==> config.mk <==
export PLATFORM = sky130hd
export DESIGN_NAME = uart_tx_fifo
export DESIGN_NICKNAME = d
export VERILOG_FILES = /design/src/rtl/uart_tx_fifo.sv
export SDC_FILE = /design/constraint.sdc
export NUM_CORES = 1
export LEC_CHECK = 0
export BUFFER_PORTS_ARGS = -buffer_cell sky130_fd_sc_hd__buf_2
export CORE_MARGIN = 2
export CORE_UTILIZATION = 40
export CTS_CLUSTER_DIAMETER = 100
export DETAILED_ROUTE_END_ITERATION = 10
export SLEW_MARGIN = 20
export SYNTH_ARGS = -nofsm -noshare
export SYNTH_HDL_FRONTEND = slang
export SYNTH_SLANG_ARGS = --single-unit
==> constraint.sdc <==
create_clock -name clk_i -period 2.7 [get_ports clk_i]
set_input_delay 0 -clock clk_i [delete_from_list [all_inputs] [get_ports clk_i]]
set_output_delay 0 -clock clk_i [all_outputs]
set_load 0.02 [all_outputs]
==> src/rtl/uart_tx_fifo.sv <==
// UART transmitter with a write FIFO and runtime frame format.
// Build with UART_TX_PARITY_EN defined to add the parity bit state.
module uart_tx_fifo #(
  parameter int DATA_W     = 8,
  parameter int FIFO_DEPTH = 8,
  parameter int CNT_W      = 16
) (
  input  logic                            clk_i,
  input  logic                            rst_i,
  input  logic                            tx_en_i,
  input  logic [CNT_W-1:0]                clks_per_bit_i,
  input  logic [3:0]                      data_len_i,
  input  logic                            stop2_i,
  input  logic                            parity_en_i,
  input  logic                            parity_odd_i,
  input  logic [DATA_W-1:0]               wdata_i,
  input  logic                            wvalid_i,
  output logic                            wready_o,
  output logic [$clog2(FIFO_DEPTH):0]     fifo_level_o,
  output logic                            tx_o,
  output logic                            busy_o,
  output logic                            tx_done_o
);

  localparam int AW = $clog2(FIFO_DEPTH);
  localparam int LW = AW + 1;

  typedef enum logic [2:0] {
    S_IDLE,
    S_START,
    S_DATA,
    S_STOP
`ifdef UART_TX_PARITY_EN
    , S_PARITY
`endif
  } state_e;

  logic [DATA_W-1:0] mem_q [FIFO_DEPTH];
  logic [AW-1:0]     wptr_q, rptr_q;
  logic [LW-1:0]     level_q;
  logic              full, empty, push, pop;

  state_e            state_q, state_d;
  logic [CNT_W-1:0]  cnt_q, cnt_d, cpb_q, cpb_d, cpb_eff;
  logic [3:0]        idx_q, idx_d, len_q, len_d, len_eff;
  logic [DATA_W-1:0] word_q, word_d;
  logic              stop2_q, stop2_d;
  logic              tx_q, tx_d, done_q, done_d;
  logic              bit_end;

`ifdef UART_TX_PARITY_EN
  logic              par_en_q, par_en_d, par_q, par_d;
  logic [DATA_W-1:0] mask;
  always_comb begin
    mask = '0;
    for (int i = 0; i < DATA_W; i++)
      mask[i] = (i < int'(len_eff));
  end
`else
  logic unused_par;
  assign unused_par = parity_en_i ^ parity_odd_i;
`endif

  assign full     = (level_q == LW'(FIFO_DEPTH));
  assign empty    = (level_q == '0);
  assign push     = wvalid_i && !full;
  assign cpb_eff  = (clks_per_bit_i == '0) ? CNT_W'(1) : clks_per_bit_i;
  assign len_eff  = (data_len_i == 4'd0 || data_len_i > 4'(DATA_W))
                  ? 4'(DATA_W) : data_len_i;
  assign bit_end  = (cnt_q == cpb_q - CNT_W'(1));

  always_ff @(posedge clk_i) begin
    if (push) mem_q[wptr_q] <= wdata_i;
  end

  always_ff @(posedge clk_i or posedge rst_i) begin
    if (rst_i) begin
      wptr_q  <= '0;
      rptr_q  <= '0;
      level_q <= '0;
    end else begin
      if (push) wptr_q <= wptr_q + AW'(1);
      if (pop)  rptr_q <= rptr_q + AW'(1);
      level_q <= level_q + LW'(push) - LW'(pop);
    end
  end

  always_comb begin
    state_d = state_q;
    cnt_d   = cnt_q;
    cpb_d   = cpb_q;
    idx_d   = idx_q;
    len_d   = len_q;
    word_d  = word_q;
    stop2_d = stop2_q;
    done_d  = 1'b0;
    tx_d    = 1'b1;
    pop     = 1'b0;
`ifdef UART_TX_PARITY_EN
    par_en_d = par_en_q;
    par_d    = par_q;
`endif
    unique case (state_q)
      S_IDLE: begin
        if (tx_en_i && !empty) begin
          pop     = 1'b1;
          state_d = S_START;
          cnt_d   = '0;
          idx_d   = '0;
          word_d  = mem_q[rptr_q];
          cpb_d   = cpb_eff;
          len_d   = len_eff;
          stop2_d = stop2_i;
`ifdef UART_TX_PARITY_EN
          par_en_d = parity_en_i;
          par_d    = (^(mem_q[rptr_q] & mask)) ^ parity_odd_i;
`endif
        end
      end
      S_START: begin
        tx_d = 1'b0;
        if (bit_end) begin
          cnt_d   = '0;
          state_d = S_DATA;
        end else cnt_d = cnt_q + CNT_W'(1);
      end
      S_DATA: begin
        tx_d = word_q[0];
        if (bit_end) begin
          cnt_d  = '0;
          word_d = word_q >> 1;
          if (idx_q == len_q - 4'd1) begin
            idx_d   = '0;
            state_d = S_STOP;
`ifdef UART_TX_PARITY_EN
            if (par_en_q) state_d = S_PARITY;
`endif
          end else idx_d = idx_q + 4'd1;
        end else cnt_d = cnt_q + CNT_W'(1);
      end
`ifdef UART_TX_PARITY_EN
      S_PARITY: begin
        tx_d = par_q;
        if (bit_end) begin
          cnt_d   = '0;
          state_d = S_STOP;
        end else cnt_d = cnt_q + CNT_W'(1);
      end
`endif
      S_STOP: begin
        if (bit_end) begin
          cnt_d = '0;
          if (idx_q == {3'b000, stop2_q}) begin
            idx_d   = '0;
            done_d  = 1'b1;
            state_d = S_IDLE;
          end else idx_d = idx_q + 4'd1;
        end else cnt_d = cnt_q + CNT_W'(1);
      end
      default: state_d = S_IDLE;
    endcase
  end

  // tx follows the current state, so the line lags the FSM by one clock
  always_ff @(posedge clk_i or posedge rst_i) begin
    if (rst_i) begin
      state_q <= S_IDLE;
      cnt_q   <= '0;
      cpb_q   <= CNT_W'(1);
      idx_q   <= '0;
      len_q   <= 4'(DATA_W);
      word_q  <= '0;
      stop2_q <= 1'b0;
      tx_q    <= 1'b1;
      done_q  <= 1'b0;
`ifdef UART_TX_PARITY_EN
      par_en_q <= 1'b0;
      par_q    <= 1'b0;
`endif
    end else begin
      state_q <= state_d;
      cnt_q   <= cnt_d;
      cpb_q   <= cpb_d;
      idx_q   <= idx_d;
      len_q   <= len_d;
      word_q  <= word_d;
      stop2_q <= stop2_d;
      tx_q    <= tx_d;
      done_q  <= done_d;
`ifdef UART_TX_PARITY_EN
      par_en_q <= par_en_d;
      par_q    <= par_d;
`endif
    end
  end

  assign wready_o     = !full;
  assign fifo_level_o = level_q;
  assign tx_o         = tx_q;
  assign busy_o       = (state_q != S_IDLE);
  assign tx_done_o    = done_q;

endmodule
**Word-level counts from Yosys, hierarchy flattened**

Memory sizes are Yosys's and may differ from the RTL's.
Cells that the tools add are included.

- Bits in registers: 64
- Memory bits (writable): 64
- Bits of input ports: 35
- Output and inout bits: 8
- Word-level logic and storage cells: 83
- Memories: 1

- $add $sub $neg: 8
- Magnitude comparators: 1
- Eq/ne operators: 13
- Muxes and demuxes: 29
- Reduce and logical (&&, ||, !) cells: 19

Memory list:

| memory | depth | width | rd ports | clocked after memory_dff | wr ports | line | text |
|---|---|---|---|---|---|---|---|
| mem_q | 8 | 8 | 1 | 0 | 1 | 38 | `logic [DATA_W-1:0] mem_q [FIFO_DEPTH];` |

Operators by type and width:

| operator | count |
|---|---|
| $mux 16 | 3 |
| $pmux 16 s2 | 1 |
| $mux 4 | 6 |
| $mux 3 | 6 |
| $add 16x1->16 const B | 1 |
| $eq 16x16->1 | 1 |
| $logic_not 16->1 | 1 |
| $mux 8 | 2 |
| $pmux 8 s2 | 1 |
| $sub 16x1->16 const B | 1 |
| $ne 2x2->1 const B | 6 |
| $pmux 3 s4 | 1 |
| $pmux 4 s3 | 1 |
| $logic_not 4->1 | 2 |
| $mux 1 | 7 |
| $add 3x1->3 const B | 2 |
| $eq 3x2->1 const B | 2 |
| $reduce_and 6->1 | 1 |
| $reduce_bool 3->1 | 2 |
| $add 4x1->4 | 1 |
| $add 4x1->4 const B | 1 |
| $eq 4x1->1 | 1 |
| $eq 4x4->1 | 1 |
| $eq 4x4->1 const B | 1 |
| other kinds (14) | 18 |

**Logic depth before layout (Yosys ltp)**

- Word-level depth: 6
- Depth in mapped cells: 12
- Gate-level depth less buffers: 11

**Worst setup path after synthesis**

OpenSTA, ideal clock, no wires.

- Path kind: reg2reg
- Start: register cpb_q[0]
- End: register cnt_q[10]
- Library setup time: 0.099 ns
- Arrival time: 2.519 ns
- Data required time: 2.601 ns
- Path slack: 0.082 ns
- Cell stages (with the launch flop): 13
- Path buffers: 2
- Clock period less this slack: 2.618 ns
- Cell sequence: dfstp_2 inv_1 ha_1 nor3b_4 and3_1 a211o_1 a31oi_1 a21oi_1 and3_1 buf_6 or2_1 buf_6 o311ai_4

- Longest elaborated chain between the ends: 4

RTL lines:

| item | line | text |
|---|---|---|
| start: declaration | 44 | `logic [CNT_W-1:0] cnt_q, cnt_d, cpb_q, cpb_d, cpb_eff;` |
| start signal: assignment | 183 | `cpb_q <= cpb_d;` |
| $sub 16x1->16 | 70 | `assign bit_end = (cnt_q == cpb_q - CNT_W'(1));` |
| $eq 16x16->1 | 70 |  |
| $mux 16 | 122, 129, 151 |  |
| $pmux 16 s2 | 103 | `unique case (state_q)` |
| end signal: assignment | 182 | `cnt_q <= cnt_d;` |
| end: declaration | 44 |  |

Every way passes these cells.
A chain may end at the register's enable or synchronous reset.

**Final worst setup path**

- Start: register cpb_q[1]
- End: register word_q[0]

- Longest elaborated chain between the ends: 4

RTL lines:

| item | line | text |
|---|---|---|
| $sub 16x1->16 | 70 |  |
| $eq 16x16->1 | 70 |  |
| $ne 2x2->1 (no line) | - |  |
| $reduce_and 3->1 (no line) | - |  |
| end signal: assignment | 186 | `word_q <= word_d;` |
| end: declaration | 46 | `logic [DATA_W-1:0] word_q, word_d;` |

Every way passes these cells.

==> results.py <==
metrics = {
    "synth": {
        "avgSynthCellArea_um2": 11.85,
        "synth_seq_cells": 127,
        "synth-adder-area-share": 0.03749,
        "yosysWarnings": 0,
        "synthCells": 524,
        "yosys.area.top_type_share": 0.3096,
        "synthArstFlopShare": 0.4961,
        "synth-main-ff-cell": "edfxtp_1",
        "synth_top_family_by_area": "simple AND/OR/NAND/NOR gates",
        "synthXorXnorAreaFrac": 0.04656,
        "synth_compound_area_frac": 0.09313,
        "yosysMostFrequentCell": "nand2_1",
        "synth-edff-count": 64,
        "ys_seq_area_frac": 0.5642,
        "synth.largest_area_cell": "edfxtp_1",
        "synth_mux_area_frac": 0.08063,
        "yosys.area_share.simple": 0.1459,
        "synth_common_cells": "nand2_1 (79), edfxtp_1 (64), dfrtp_1 (60), inv_1 (27), nor2_1 (26)",
        "syn-cell-area_mm2": 0.006207,
        "synth_area_leaders": "edfxtp_1 (31%), dfrtp_1 (24%), mux4_2 (5.8%)",
        "syn_nets": 577,
        "ys_types": 59,
    },
    "setup_path": {
        "required_ns": 3.00,
        "cp_num_cells": 10,
        "worstSetupStartpointType": "flip-flop",
        "crit_path_end_kind": "flip-flop",
        "r2r-start": "cpb_q[1]$_DFFE_PP0P_",
        "arrival_ns": 2.97,
        "critical_path_buf_inv_count": 2,
        "worstPathCellList": "inv_2 > ha_4 > nor3b_4 > nand3_1 > o32a_1 > nor4_4 > and3_4 > buf_12 > a31oi_4 > o22a_1",
        "path_class": "flip-flop to flip-flop",
        "worstPathMaxFanout": 8,
        "r2r_cells": 10,
        "crit_family": "simple AND/OR/NAND/NOR gates",
        "crit_slowest_cell": "o32a_1",
        "cp_slowest_stage_delay_ns": 0.42,
        "cp-startpoint": "cpb_q[1]$_DFFE_PP0P_",
    },
    "finish": {
        "fin_area_mm2": 0.007869,
        "fin_cells": 834,
        "nNetsFinal": 686,
        "multiInputGateArea_mm2": 0.002590,
        "fill_cells": 1319,
        "antenna_cells": 0,
        "drive_gt1_frac": 0.2446,
        "seqCellArea_mm2": 0.003502,
        "final_util": 0.5176,
        "area_growth_pct": 26.77,
    },
    "sta": {
        "slew-limit-headroom": 0.5003,
        "setup_viol": 0,
        "worstMarginPinSlew_ns": 0.7495,
        "rsz0062_at_grt": "true",
        "max_freq_mhz": 374.3,
        "fin_skew_ns": 0.006989,
        "min_period_ns": 2.671,
        "slew_violations": 0,
        "fin_crit_sh": 0.9894,
        "hold_viol_final": 0,
    },
    "placed_design": {
        "dp.cells": 766,
        "place_hpwl_um": 9098,
        "gp_congestion": 0.8442,
        "io_buffers": 40,
        "place_area_mm2": 0.006817,
    },
    "detailed_routing": {
        "ant_nets": 0,
        "wl_um": 13760,
        "vias": 4392,
        "dr.pass1.iters": 4,
        "detail_route.iter0.violations": 206,
        "drt-vias-per-instance": 5.266,
        "post_drt_wl_per_cell_um": 16.50,
        "drc": 0,
    },
    "floorplanning": {
        "num_rows": 45,
        "die_h_um": 128.6,
        "io_pins": 43,
        "start_util": 0.4083,
        "dieArea_mm2": 0.01653,
        "chipWidth_um": 128.6,
        "fp.coreArea_mm2": 0.01520,
    },
    "status": {
        "outcome": "complete, no violations",
    },
    "global_routing": {
        "grt_max_degree": 59,
        "busiest_layer": "met2",
        "track_usage": 0.1774,
        "antenna_found_initial": 0,
        "met3_usage": 0.04990,
        "groute.layer.met2.usage": 0.3013,
        "grt_pass1_vias": 4589,
        "grt_pass1_wl_um": 22560,
        "grt_overflow": 0,
        "use_met1": 0.2217,
    },
    "clock_network": {
        "cts_buffer_depth": 2,
        "cts_setup_buffers": 0,
        "cts_made_buffers": 17,
        "cts_sinks": 127,
        "cts_tree": "built",
        "cts_max_level": 4,
        "root_buffer": "clkbuf_16",
        "clock_latency_ns": 0.42,
        "clk_pin_slew_ns": 0.06,
    },
    "min_path": {
        "hold_path_class": "input pin to flip-flop",
        "holdPathStages": 5,
        "min_from": "tx_en_i",
    },
    "power": {
        "irDropWorstVdd_mv": 0.6286,
        "leakage_nw": 3.242,
        "powerDensity_mw_per_mm2": 661.6,
        "p_total_w": 0.005206,
    },
    "flow_run": {
        "maxCapViolCount": 0,
    },
}
final cells by class:
| cell class | instances | share of cell area |
|---|---|---|
| sequential | 127 | 0.4451 |
| tap | 188 | 0.02989 |
| multi-input combinational | 349 | 0.3291 |
| timing repair buffer | 110 | 0.1072 |
| clock buffer | 17 | 0.05406 |
| inverter | 28 | 0.01336 |
| clock inverter | 15 | 0.02131 |
layer usage:
layer	wire length (um)	part of all wire
met3	540	0.039
met4	176	0.013
met1	6074	0.44
met2	6971	0.51
met5	0	0
cell usage in the layout (no fill, tap or decap), types with 4 or more instances in the layout:
| cell type | synthesis | final |
|---|---|---|
| inv_1 | 27 | 24 |
| o21ai_0 | 25 | 22 |
| and3_1 | 6 | 4 |
| mux2i_1 | 5 | 5 |
| xnor2_1 | 17 | 16 |
| mux2_2 | 8 | 8 |
| nand3b_1 | 5 | 5 |
| nor3_1 | 9 | 9 |
| nor4_1 | 5 | 4 |
| edfxtp_1 | 64 | 64 |
| nand2_1 | 79 | 79 |
| a31oi_1 | 12 | 10 |
| buf_2 | 3 | 40 |
| nand3_1 | 21 | 21 |
| a211oi_1 | 5 | 4 |
| a21oi_1 | 11 | 10 |
| mux4_2 | 16 | 16 |
| inv_6 | 0 | 5 |
| o22ai_1 | 5 | 5 |
| nor2_1 | 26 | 26 |
| buf_4 | 0 | 33 |
| nor2b_1 | 11 | 11 |
| o21ai_1 | 1 | 4 |
| inv_2 | 1 | 4 |
| dlygate4sd3_1 | 0 | 35 |
| clkbuf_16 | 0 | 18 |
| nand2b_1 | 8 | 8 |
| ha_1 | 17 | 16 |
| xor2_1 | 16 | 16 |
| dfrtp_1 | 60 | 60 |
| clkinv_8 | 0 | 4 |
report_power, final:
part	switching, W	total, W	internal, W	leakage (nW)
clock	0.000984	0.00222	0.00124	0.286
combinational	0.000370	0.000652	0.000282	1.62
sequential	0.0000843	0.00233	0.00225	1.34
total	0.00144	0.00521	0.00377	3.24
through the flow:
stage                TNS, ns  worst slack, ns  hold slack [ns]
global route         -0.7004         -0.08956           0.2401
detailed placement   -0.6618         -0.07508          -0.1134
global placement    -0.03732         -0.01471          -0.1131
CTS                        0         0.004641           0.1698
finish                     0          0.02862           0.1991
floorplan                  0          0.08201          0.09887
state kept, by name, indices dropped and copies added, names as in the netlist, 3 cells and up:
name,cells
wptr_q,3
len_q,4
rptr_q,3
mem_q,64
idx_q,4
cnt_q,16
word_q,8
fifo_level_o,4
cpb_q,16
tightest hold or removal path, delay by kind of cell:
family | cells | cell delay, ns
AND/OR/NAND/NOR | 2 | 0.13
AO/OA/AOI/OAI | 1 | 0.11
buffers and inverters | 2 | 0.34
cell families after synthesis:
kind of cell    Yosys count
compound gates           84
xor+xnor                 33
fa+ha+maj                18
buf+inv                  48
flops                   127
mux                      29
simple gates            185
repair_timing:
action / 4_1_cts / 5_1_grt
hold endpoints to repair: 148 / 0
gates cloned: 0 / 1
pin swaps: 0 / 12
setup endpoints to repair: 19 / 26
hold buffers: 35 / 0
resized for setup: 2 / 18
worst paths after layout:
check                                             to  slack, ns
max                            word_q[0]$_DFFE_PP0P_       0.03
min reg2reg                     len_q[3]$_DFFE_PP1P_       0.50
min in group asynchronous  fifo_level_o[3]$_DFF_PP0_       0.58
min                             cnt_q[5]$_DFFE_PP0P_       0.20
max reg2reg                    word_q[0]$_DFFE_PP0P_       0.03
max in group asynchronous        stop2_q$_DFFE_PP0P_       1.17
Note: power is estimated with default switching activity, not from simulation.
